<file path="src/rtl/mesh_config_sequencer_if.sv">
// Host / mesh signal bundle for mesh_config_sequencer.
// slave: sequencer side. master: host and mesh side (drives commands and row_done).
interface mesh_config_sequencer_if #(
    parameter int unsigned ROWS  = 4,
    parameter int unsigned COLS  = 4,
    parameter int unsigned CFG_W = 64
);
    logic                         cmd_valid;
    logic                         cmd_ready;
    logic [ROWS*COLS*CFG_W-1:0]   cmd_words;
    logic                         cmd_systolic;
    logic [ROWS*CFG_W-1:0]        cfg_word;
    logic                         cfg_valid;
    logic                         mesh_load;
    logic                         mesh_systolic;
    logic                         mesh_run;
    logic [ROWS-1:0]              row_done;
    logic                         busy;
    logic                         done;
    logic                         err;

    modport slave (
        input  cmd_valid, cmd_words, cmd_systolic, row_done,
        output cmd_ready, cfg_word, cfg_valid, mesh_load, mesh_systolic, mesh_run,
               busy, done, err
    );

    modport master (
        output cmd_valid, cmd_words, cmd_systolic, row_done,
        input  cmd_ready, cfg_word, cfg_valid, mesh_load, mesh_systolic, mesh_run,
               busy, done, err
    );
endinterface

</file>
<file path="src/rtl/mesh_config_sequencer.sv">
// Configuration sequencer for the switch mesh: accepts one command, streams the
// per-row words column by column, lets them settle, then runs the mesh until every
// row reports done. Optional run-phase watchdog enabled by defining SEQ_TIMEOUT_EN.
module mesh_config_sequencer #(
    parameter int unsigned ROWS    = 4,
    parameter int unsigned COLS    = 4,
    parameter int unsigned CFG_W   = 64,
    parameter int unsigned TIMEOUT = 1024
) (
    input logic                    clk,
    input logic                    reset,
    mesh_config_sequencer_if.slave bus
);

    localparam int unsigned PTR_W = (COLS > 1) ? $clog2(COLS) : 1;
    localparam logic [PTR_W-1:0] PTR_LAST = PTR_W'(COLS - 1);

    if (TIMEOUT == 0) begin : g_bad_timeout
        $error("TIMEOUT must be nonzero");
    end

    typedef enum logic [2:0] {
        StIdle   = 3'd0,
        StLoad   = 3'd1,
        StSettle = 3'd2,
        StRun    = 3'd3,
        StDone   = 3'd4
    } state_t;

    state_t                               state_q, state_d;
    logic [ROWS-1:0][COLS-1:0][CFG_W-1:0] words_q, words_d;
    logic                                 sys_q, sys_d;
    logic [PTR_W-1:0]                     ptr_q, ptr_d;
    logic [PTR_W-1:0]                     cnt_q, cnt_d;
    logic [ROWS-1:0]                      mask_q, mask_d;
    logic                                 accept;

`ifdef SEQ_TIMEOUT_EN
    localparam int unsigned WDOG_W = (TIMEOUT > 1) ? $clog2(TIMEOUT) : 1;
    localparam logic [WDOG_W-1:0] WDOG_LAST = WDOG_W'(TIMEOUT - 1);
    logic [WDOG_W-1:0] wdog_q, wdog_d;
    logic              err_q, err_d;
`endif

    // Inputs are sampled only while idle; a command offered while busy is ignored.
    assign accept = bus.cmd_valid && (state_q == StIdle);

    // Main state and datapath registers.
    always_ff @(posedge clk or posedge reset) begin
        if (reset) begin
            state_q <= StIdle;
            words_q <= '0;
            sys_q   <= 1'b0;
            ptr_q   <= '0;
            cnt_q   <= '0;
            mask_q  <= '0;
        end else begin
            state_q <= state_d;
            words_q <= words_d;
            sys_q   <= sys_d;
            ptr_q   <= ptr_d;
            cnt_q   <= cnt_d;
            mask_q  <= mask_d;
        end
    end

`ifdef SEQ_TIMEOUT_EN
    // Watchdog counter and sticky timeout flag.
    always_ff @(posedge clk or posedge reset) begin
        if (reset) begin
            wdog_q <= '0;
            err_q  <= 1'b0;
        end else begin
            wdog_q <= wdog_d;
            err_q  <= err_d;
        end
    end
`endif

    // Next-state logic: LOAD -> SETTLE -> RUN -> DONE -> IDLE.
    always_comb begin
        state_d = state_q;
        words_d = words_q;
        sys_d   = sys_q;
        ptr_d   = ptr_q;
        cnt_d   = cnt_q;
        mask_d  = mask_q;
`ifdef SEQ_TIMEOUT_EN
        wdog_d  = wdog_q;
        err_d   = err_q;
`endif
        case (state_q)
            StIdle: begin
                if (accept) begin
                    words_d = bus.cmd_words;
                    sys_d   = bus.cmd_systolic;
                    ptr_d   = '0;
`ifdef SEQ_TIMEOUT_EN
                    err_d   = 1'b0;
`endif
                    state_d = StLoad;
                end
            end
            StLoad: begin
                if (ptr_q == PTR_LAST) begin
                    ptr_d   = '0;
                    cnt_d   = PTR_LAST;
                    state_d = StSettle;
                end else begin
                    ptr_d = ptr_q + 1'b1;
                end
            end
            StSettle: begin
                if (cnt_q == '0) begin
                    mask_d  = '0;
`ifdef SEQ_TIMEOUT_EN
                    wdog_d  = '0;
`endif
                    state_d = StRun;
                end else begin
                    cnt_d = cnt_q - 1'b1;
                end
            end
            StRun: begin
                mask_d = mask_q | bus.row_done;
                // Completion is checked first so it wins over a same-cycle timeout.
                if (&mask_d) begin
                    state_d = StDone;
                end
`ifdef SEQ_TIMEOUT_EN
                else if (wdog_q == WDOG_LAST) begin
                    err_d   = 1'b1;
                    state_d = StIdle;
                end else begin
                    wdog_d = wdog_q + 1'b1;
                end
`endif
            end
            StDone: begin
                state_d = StIdle;
            end
            default: begin
                state_d = StIdle;
            end
        endcase
    end

    // Per-row beat selection; rows are zero outside LOAD.
    logic [ROWS-1:0][CFG_W-1:0] cfg_row;
    for (genvar r = 0; r < ROWS; r++) begin : g_row
        assign cfg_row[r] = (state_q == StLoad) ? words_q[r][ptr_q] : '0;
    end

    // Outputs decode from registered state, so reset clears them immediately.
    always_comb begin
        bus.cmd_ready     = (state_q == StIdle);
        bus.busy          = (state_q != StIdle);
        bus.cfg_word      = cfg_row;
        bus.cfg_valid     = (state_q == StLoad);
        bus.mesh_load     = (state_q == StLoad) || (state_q == StSettle);
        bus.mesh_run      = (state_q == StRun);
        bus.done          = (state_q == StDone);
        bus.mesh_systolic = sys_q && (state_q != StIdle);
    end

`ifdef SEQ_TIMEOUT_EN
    assign bus.err = err_q;
`else
    assign bus.err = 1'b0;
`endif

endmodule

</file>
<file path="src/flat_wrapper.sv">
// flat-port wrapper written by rule: the top's interface ports become plain ports
module mesh_config_sequencer_flat 
#(
    parameter int unsigned ROWS    = 4,
    parameter int unsigned COLS    = 4,
    parameter int unsigned CFG_W   = 64,
    parameter int unsigned TIMEOUT = 1024
)
  (clk, reset, bus_cmd_valid, bus_cmd_words, bus_cmd_systolic, bus_row_done, bus_cmd_ready, bus_cfg_word, bus_cfg_valid, bus_mesh_load, bus_mesh_systolic, bus_mesh_run, bus_busy, bus_done, bus_err);
  mesh_config_sequencer_if #(.ROWS(ROWS), .COLS(COLS), .CFG_W(CFG_W)) bus_i ();
  input logic clk;
  input logic reset;
  input wire logic [$bits(bus_i.cmd_valid)-1:0] bus_cmd_valid;
  input wire logic [$bits(bus_i.cmd_words)-1:0] bus_cmd_words;
  input wire logic [$bits(bus_i.cmd_systolic)-1:0] bus_cmd_systolic;
  input wire logic [$bits(bus_i.row_done)-1:0] bus_row_done;
  output wire logic [$bits(bus_i.cmd_ready)-1:0] bus_cmd_ready;
  output wire logic [$bits(bus_i.cfg_word)-1:0] bus_cfg_word;
  output wire logic [$bits(bus_i.cfg_valid)-1:0] bus_cfg_valid;
  output wire logic [$bits(bus_i.mesh_load)-1:0] bus_mesh_load;
  output wire logic [$bits(bus_i.mesh_systolic)-1:0] bus_mesh_systolic;
  output wire logic [$bits(bus_i.mesh_run)-1:0] bus_mesh_run;
  output wire logic [$bits(bus_i.busy)-1:0] bus_busy;
  output wire logic [$bits(bus_i.done)-1:0] bus_done;
  output wire logic [$bits(bus_i.err)-1:0] bus_err;
  assign bus_i.cmd_valid = bus_cmd_valid;
  assign bus_i.cmd_words = bus_cmd_words;
  assign bus_i.cmd_systolic = bus_cmd_systolic;
  assign bus_i.row_done = bus_row_done;
  assign bus_cmd_ready = bus_i.cmd_ready;
  assign bus_cfg_word = bus_i.cfg_word;
  assign bus_cfg_valid = bus_i.cfg_valid;
  assign bus_mesh_load = bus_i.mesh_load;
  assign bus_mesh_systolic = bus_i.mesh_systolic;
  assign bus_mesh_run = bus_i.mesh_run;
  assign bus_busy = bus_i.busy;
  assign bus_done = bus_i.done;
  assign bus_err = bus_i.err;
  mesh_config_sequencer #(.ROWS(ROWS), .COLS(COLS), .CFG_W(CFG_W), .TIMEOUT(TIMEOUT)) u_core (.clk(clk), .reset(reset), .bus(bus_i));
endmodule
</file>
<file path="config.mk">
export PLATFORM = sky130hd
export DESIGN_NAME = mesh_config_sequencer_flat
export DESIGN_NICKNAME = d
export VERILOG_FILES = /design/src/rtl/mesh_config_sequencer_if.sv /design/src/rtl/mesh_config_sequencer.sv /design/src/flat_wrapper.sv
export SDC_FILE = /design/constraint.sdc
export NUM_CORES = 2
export LEC_CHECK = 0
export CORE_AREA = 3 3 506 508
export CTS_BUF_LIST = sky130_fd_sc_hd__clkbuf_2
export DETAILED_ROUTE_END_ITERATION = 10
export DIE_AREA = 0 0 509 511
export PLACE_DENSITY = 0.39
export SYNTH_ARGS = -nofsm -noshare
export SYNTH_HDL_FRONTEND = slang
export SYNTH_SLANG_ARGS = --single-unit
</file>
<file path="constraint.sdc">
create_clock -name clk -period 69.3 [get_ports clk]
set_input_delay 6.93 -clock clk [delete_from_list [all_inputs] [get_ports clk]]
set_output_delay 6.93 -clock clk [all_outputs]
set_load 0.05 [all_outputs]
</file>
Word level (Yosys, flattened, before mapping). Cells that the tools add are included.

Bits of input ports: 1032. Output and inout bits: 264. Flip-flop bits (word level): 1036.

Equal/unequal tests: 10. Mux-type cells: 25. Reductions and logical operators: 15. Order comparisons: 1. Bitwise logic cells: 1. Add/sub/neg operators: 2.

Operators with widths (number): binary-select mux 64 bit (select 2 bit) (4); 2-to-1 mux 64 bit (8); 2-to-1 mux 3 bit (4); case mux 3 bit (4 select lines) (1); 2-to-1 mux 2 bit (4); inequality test 2 x 1 -> 1 bit (second input constant) (4); case mux 2 bit (2 select lines) (2); case mux 4 bit (2 select lines) (1); AND reduction 4 bit (2); equality test 3 x 2 -> 1 bit (second input constant) (2); AND reduction 2 bit (3); nonzero test 2 bit (3); 2-to-1 mux 4 bit (1); bitwise OR 4 bit (1); equality test 3 x 1 -> 1 bit (second input constant) (1); equality test 3 bit (second input constant) (1); zero test 3 bit (1); less-than comparator 2 x 3 -> 1 bit (second input constant) (1); AND reduction 3 bit (1); nonzero test 3 bit (1); adder 2 x 1 -> 2 bit (second input constant) (1); equality test 2 bit (second input constant) (1); logical AND 1 bit (2); zero test 2 bit (1); other kinds (3) (3).

Logic depth before layout (Yosys ltp).
Depth in word-level cells: 4. Depth in mapped cells: 8. Gate-level depth less buffers: 5.

Least setup slack after synthesis. Ideal clock, no wire load.

Path type: register to output. From: register u_core.state_q[2]. To: output port bus_mesh_systolic. Stages on the path, launching flop included: 5. Arrival: 2837 ps. Data required time: 62370 ps. Slack: 59533 ps. Cells stage by stage: dfrtp_1 -> clkbuf_1 -> nor3_1 -> inv_1 -> and2_1.

Word-level cells in the longest chain between the ends: 2.

RTL lines: from (decl) (RTL line mesh_config_sequencer.sv:30) `state_t state_q, state_d;`; from (signal assigned) (RTL line mesh_config_sequencer.sv:51) `state_q <= StIdle;`; from (signal assigned) (RTL line mesh_config_sequencer.sv:58) `state_q <= state_d;`; nonzero test 3 bit; named net bus_busy (RTL line flat_wrapper.sv:23) `output wire logic [$bits(bus_i.busy)-1:0] bus_busy;`; logical AND 1 bit (RTL line mesh_config_sequencer.sv:163) `bus.mesh_systolic = sys_q && (state_q != StIdle);`; to (decl) (RTL line flat_wrapper.sv:21) `output wire logic [$bits(bus_i.mesh_systolic)-1:0] bus_mesh_systolic;`.

The timed path passes the listed nets, and every way through them passes these cells.

Worst setup path in the final report.
From: register u_core.ptr_q[0]. To: output port bus_cfg_word[103].

Word-level cells in the longest chain between the ends: 3.

RTL lines: from (decl) (RTL line mesh_config_sequencer.sv:33) `logic [PTR_W-1:0] ptr_q, ptr_d;`; from (signal assigned) (RTL line mesh_config_sequencer.sv:61) `ptr_q <= ptr_d;`; binary-select mux 64 bit (select 2 bit) (RTL line mesh_config_sequencer.sv:151) `assign cfg_row[r] = (state_q == StLoad) ? words_q[r][ptr_q] : '0;`; 2-to-1 mux 64 bit (implied by the code) (RTL line mesh_config_sequencer.sv:151); 2-to-1 mux 64 bit (RTL line mesh_config_sequencer.sv:151); to (decl) (RTL line flat_wrapper.sv:18) `output wire logic [$bits(bus_i.cfg_word)-1:0] bus_cfg_word;`.

Every way passes these cells. The select of a mux whose other input is x is not followed.

==> out/results.md <==
| Item | This run | Unit |
|:---|:---|:---|
| Source of the worst register-to-register timing path | u_core.state_q[2]$_DFFE_PP0P_ | - |
| Critical path class | flip-flop to output pin | - |
| Drt initial violations | 2390 | - |
| Power density cells | 45.4 | nW/um2 |
| Post-route clock period utilization | 20.2 | % |
| Crit start category | flip-flop | - |
| Setup TNS | 0 | ps |
| Die width | 509 | um |
| Highest Clock Rate | 0.0715 | GHz |
| Overflow left after global routing | 0 | - |
| Clock buffers created by TritonCTS | 336 | - |
| Register area share after synthesis | 55.3 | % |
| Wire length per cell | 22.9 | um |
| Number of antenna violations at the first check in global routing | 154 | - |
| Die height | 511 | um |
| Cell depth of the worst flop-to-flop path | 6 | - |
| CTS Root Cell | sky130_fd_sc_hd__clkbuf_2 | - |
| Fraction of layout cells with a size suffix above 1 | 12.0 | % |
| Worst setup path startpoint | u_core.ptr_q[0]$_DFFE_PP0P_ | - |
| Post-CTS Hold Fix Bufs | 0 | - |
| Number of cells produced by synthesis | 4997 | - |
| Hold Crit Start | u_core.words_q[385]$_DFFE_PP0P_ | - |
| Ys flop type | sky130_fd_sc_hd__dfrtp_1 | - |
| Number of synthesized flops with an enable pin | 0 | - |
| Classification of the worst-slack hold path | flip-flop to flip-flop | - |
| Number of global-route vias before repair | 43057 | - |
| Num Clock Sinks | 1036 | - |
| Cell occurring most often along the worst timing path | sky130_fd_sc_hd__buf_4 | - |
| Clock-pin slew reported for the worst setup and hold paths after clock tree synthesis | 100 | ps |
| Post-synthesis cell area | 46900 | um2 |
| Top Ports | 1296 | - |
| First-pass GRT wire length | 324000 | um |
| Met1 layer usage reported by global route | 20.8 | % |
| Core area | 252000 | um2 |
| Maximum fanout along the worst path | 41 | - |
| Met3 global-route usage | 7.21 | % |
| Static leakage | 31.4 | nW |
| Half-perimeter wire length after placement | 168000 | um |
| DRT Wirelength | 228000 | um |
| Mean Syn Cell Area | 9.38 | um2 |
| Clk_lat worst skew | 1660 | ps |
| Cells on Worst Hold Path | 2 | - |
| Length of the first detailed-routing pass in iterations | 5 | - |
| Final WS setup | 55310 | ps |
| Library cell with the highest instance count after synthesis | sky130_fd_sc_hd__nand2_1 | - |
| Slowest-stage cell, CP | sky130_fd_sc_hd__buf_4 | - |
| Overall global routing resource usage | 17.1 | % |
| Maximum count of clock buffers along a single path | 4 | - |
| Signal arrival time at the worst endpoint | 7060 | ps |
| Layer carrying the most global-route usage | met2 | - |
| Slew of the pin with the lowest slew margin | 1130 | ps |
| ANT nets after route | 0 | - |
| Count of unique library cells instantiated by Yosys | 30 | - |
| Fraction of registers with async set or reset after synthesis | 100 | % |
| Share of the synthesized area in the top cell type | 55.3 | % |
| Unrepaired setup endpoints after global routing | false | - |
| Peak ir drop on the vdd network | 0.0229 | mV |
| Time the worst path needs with I/O delays and setup | 13990 | ps |
| Data required time at the worst endpoint | 62370 | ps |
| Post-synth net total | 6031 | - |
| Number of I/O port buffers | 1294 | - |
| YS warnings | 0 | - |
| Flops & latches, synth | 1036 | - |
| Cell type with the highest aggregate area in the netlist | sky130_fd_sc_hd__dfrtp_1 | - |
| Number of core rows | 184 | - |
| Top area cells in the synthesized netlist | sky130_fd_sc_hd__dfrtp_1, sky130_fd_sc_hd__nand2_1, sky130_fd_sc_hd__mux4_2, sky130_fd_sc_hd__and2_1, sky130_fd_sc_hd__buf_2 | - |
| Ordered cell list for the critical path | buf_4 > buf_4 > buf_4 > buf_4 > mux4_2 > and2_1 > clkdlybuf4s50_1 | - |
| Top cells by count, synth | sky130_fd_sc_hd__nand2_1, sky130_fd_sc_hd__dfrtp_1, sky130_fd_sc_hd__and2_1 | - |
| Met2 track demand over resource | 27.3 | % |
| Final setup violation count | 0 | - |
| H-tree Lvls | 5 | - |
| Worst-case headroom to the max-slew limit | 24.6 | % |
| Maximum number of pins on one net before global-route repair | 178 | - |
| Routed via count | 40571 | - |
| Number of max-cap violations | 0 | - |
| Final hold violation count | 0 | - |
| Weighted congestion at the end of routability-driven global placement | 0.844 | - |
| Number of fillers in the final layout | 27312 | - |
| Worst clock skew on the final layout | 255 | ps |
| Crit. End Element | output pin | - |
| Max incr delay on CP | 810 | ps |
| Worst setup timing slack at the placement stage | 56700 | ps |
| Full die area | 260000 | um2 |
| Final layout net count | 7402 | - |
| Max Transition Viols Final | 0 | - |
| Buffers inserted by post-CTS timing repair | 0 | - |
| Count of instances resized after the clock tree is built | 0 | - |
| Synth-to-Final Area Change | 40.1 | % |
| Status | completed | - |
| CTS tree | yes | - |
| Residual DRC | 0 | - |
| Number of vias per cell after detailed routing | 4.07 | - |
| Initial standard-cell utilization of the core | 18.6 | % |
==> cell families after synthesis <==
kind of cell / share of synthesized area, %
other: 0.00800
flip-flops: 55.3
buffers and inverters: 3.71
AO/OA/AOI/OAI: 0.267
AND/OR/NAND/NOR: 28.4
XOR/XNOR: 0.0187
multiplexers: 12.3
adder cells (fa/ha/maj): 0.0534
==> power by group <==
group          switching (mW)  internal (mW)  leakage [nW]  total, mW
sequential              0.192          0.886          12.9       1.08
clock                   0.294          0.193          2.09      0.487
combinational           0.861          0.561          16.4       1.42
==> placed cells by master, fill, tap and decap left out, types with 2 or more instances in the layout <==
cell | netlist | layout
sky130_fd_sc_hd__nand2_1 | 3076 | 3076
sky130_fd_sc_hd__clkdlybuf4s50_1 | 0 | 1294
sky130_fd_sc_hd__dfrtp_1 | 1036 | 1034
sky130_fd_sc_hd__clkbuf_2 | 0 | 454
sky130_fd_sc_hd__and2_1 | 257 | 257
sky130_fd_sc_hd__mux4_2 | 256 | 256
sky130_fd_sc_hd__diode_2 | 0 | 64
sky130_fd_sc_hd__clkinv_1 | 0 | 63
sky130_fd_sc_hd__buf_4 | 2 | 54
sky130_fd_sc_hd__a21oi_1 | 10 | 10
sky130_fd_sc_hd__nor2_1 | 9 | 9
sky130_fd_sc_hd__inv_1 | 6 | 5
sky130_fd_sc_hd__bufinv_16 | 0 | 5
sky130_fd_sc_hd__clkinv_2 | 0 | 4
sky130_fd_sc_hd__buf_12 | 0 | 4
sky130_fd_sc_hd__nor2b_1 | 3 | 3
sky130_fd_sc_hd__nand3b_1 | 3 | 3
sky130_fd_sc_hd__o22ai_1 | 3 | 3
sky130_fd_sc_hd__nor3_1 | 2 | 2
sky130_fd_sc_hd__nor3b_1 | 2 | 2
sky130_fd_sc_hd__a22o_1 | 2 | 2
sky130_fd_sc_hd__ha_1 | 2 | 2
sky130_fd_sc_hd__clkinvlp_4 | 0 | 2
sky130_fd_sc_hd__clkinv_4 | 0 | 2
sky130_fd_sc_hd__inv_2 | 0 | 2
sky130_fd_sc_hd__dfrtp_4 | 0 | 2
==> final timing paths <==
| path | slack, ps | endpoint |
|---|---|---|
| worst max-delay path | 55310 | bus_cfg_word[103] |
| worst min-delay path | 470 | u_core.words_q[385]$_DFFE_PP0P_ |
| worst max register to register | 64690 | u_core.words_q[437]$_DFFE_PP0P_ |
| worst min register to register | 470 | u_core.words_q[385]$_DFFE_PP0P_ |
| max in group asynchronous | 59740 | u_core.words_q[434]$_DFFE_PP0P_ |
| min in group asynchronous | 5820 | u_core.words_q[934]$_DFFE_PP0P_ |
==> flip-flops by register name, summed over array words and instances, names as in the netlist <==
name / count
u_core.state_q: 3
u_core.mask_q: 4
u_core.cnt_q: 2
u_core.words_q: 1024
u_core.ptr_q: 2
u_core.sys_q: 1
==> layout make-up <==
class / count / area [um2] / area share (%)
antenna: 64 / 160 / 0.244
clock buffer: 454 / 2270 / 3.46
clock inverter: 78 / 447 / 0.680
inverter: 6 / 30.0 / 0.0457
multi-input combinational: 3636 / 19200 / 29.3
sequential: 1036 / 25900 / 39.5
tap: 3348 / 4190 / 6.38
timing repair buffer: 1352 / 13400 / 20.5
==> routing by layer <==
| metal | up-vias | wire, um |
|---|---|---|
| met1 | 19804 | 93500 |
| met4 | 132 | 6420 |
| met2 | 1440 | 105000 |
| li1 | 18686 | - |
| met5 | - | 866 |
| met3 | 509 | 22000 |
==> worst max-delay path, delay by kind of cell (launching register included) <==
kind | cells | cell delay [ps]
multiplexers | 1 | 640
buffers and inverters | 5 | 3590
AND/OR/NAND/NOR | 1 | 190
flip-flops | 1 | 780
==> stage by stage <==
stage	utilization, %	cell area (um2)	hold WS (ps)	power [mW]	std cells
3_3_place_gp	25.0	62800	452	2.54	9378
3_5_place_dp	25.0	62800	457	2.54	9378
4_1_cts	26.0	65500	477	3.06	9910
5_1_grt	26.1	65600	489	3.22	9940
2_1_floorplan	-	46900	437	2.00	4997
6_report	26.1	65700	472	2.99	9974
Note: power is estimated with default switching activity, not from simulation.
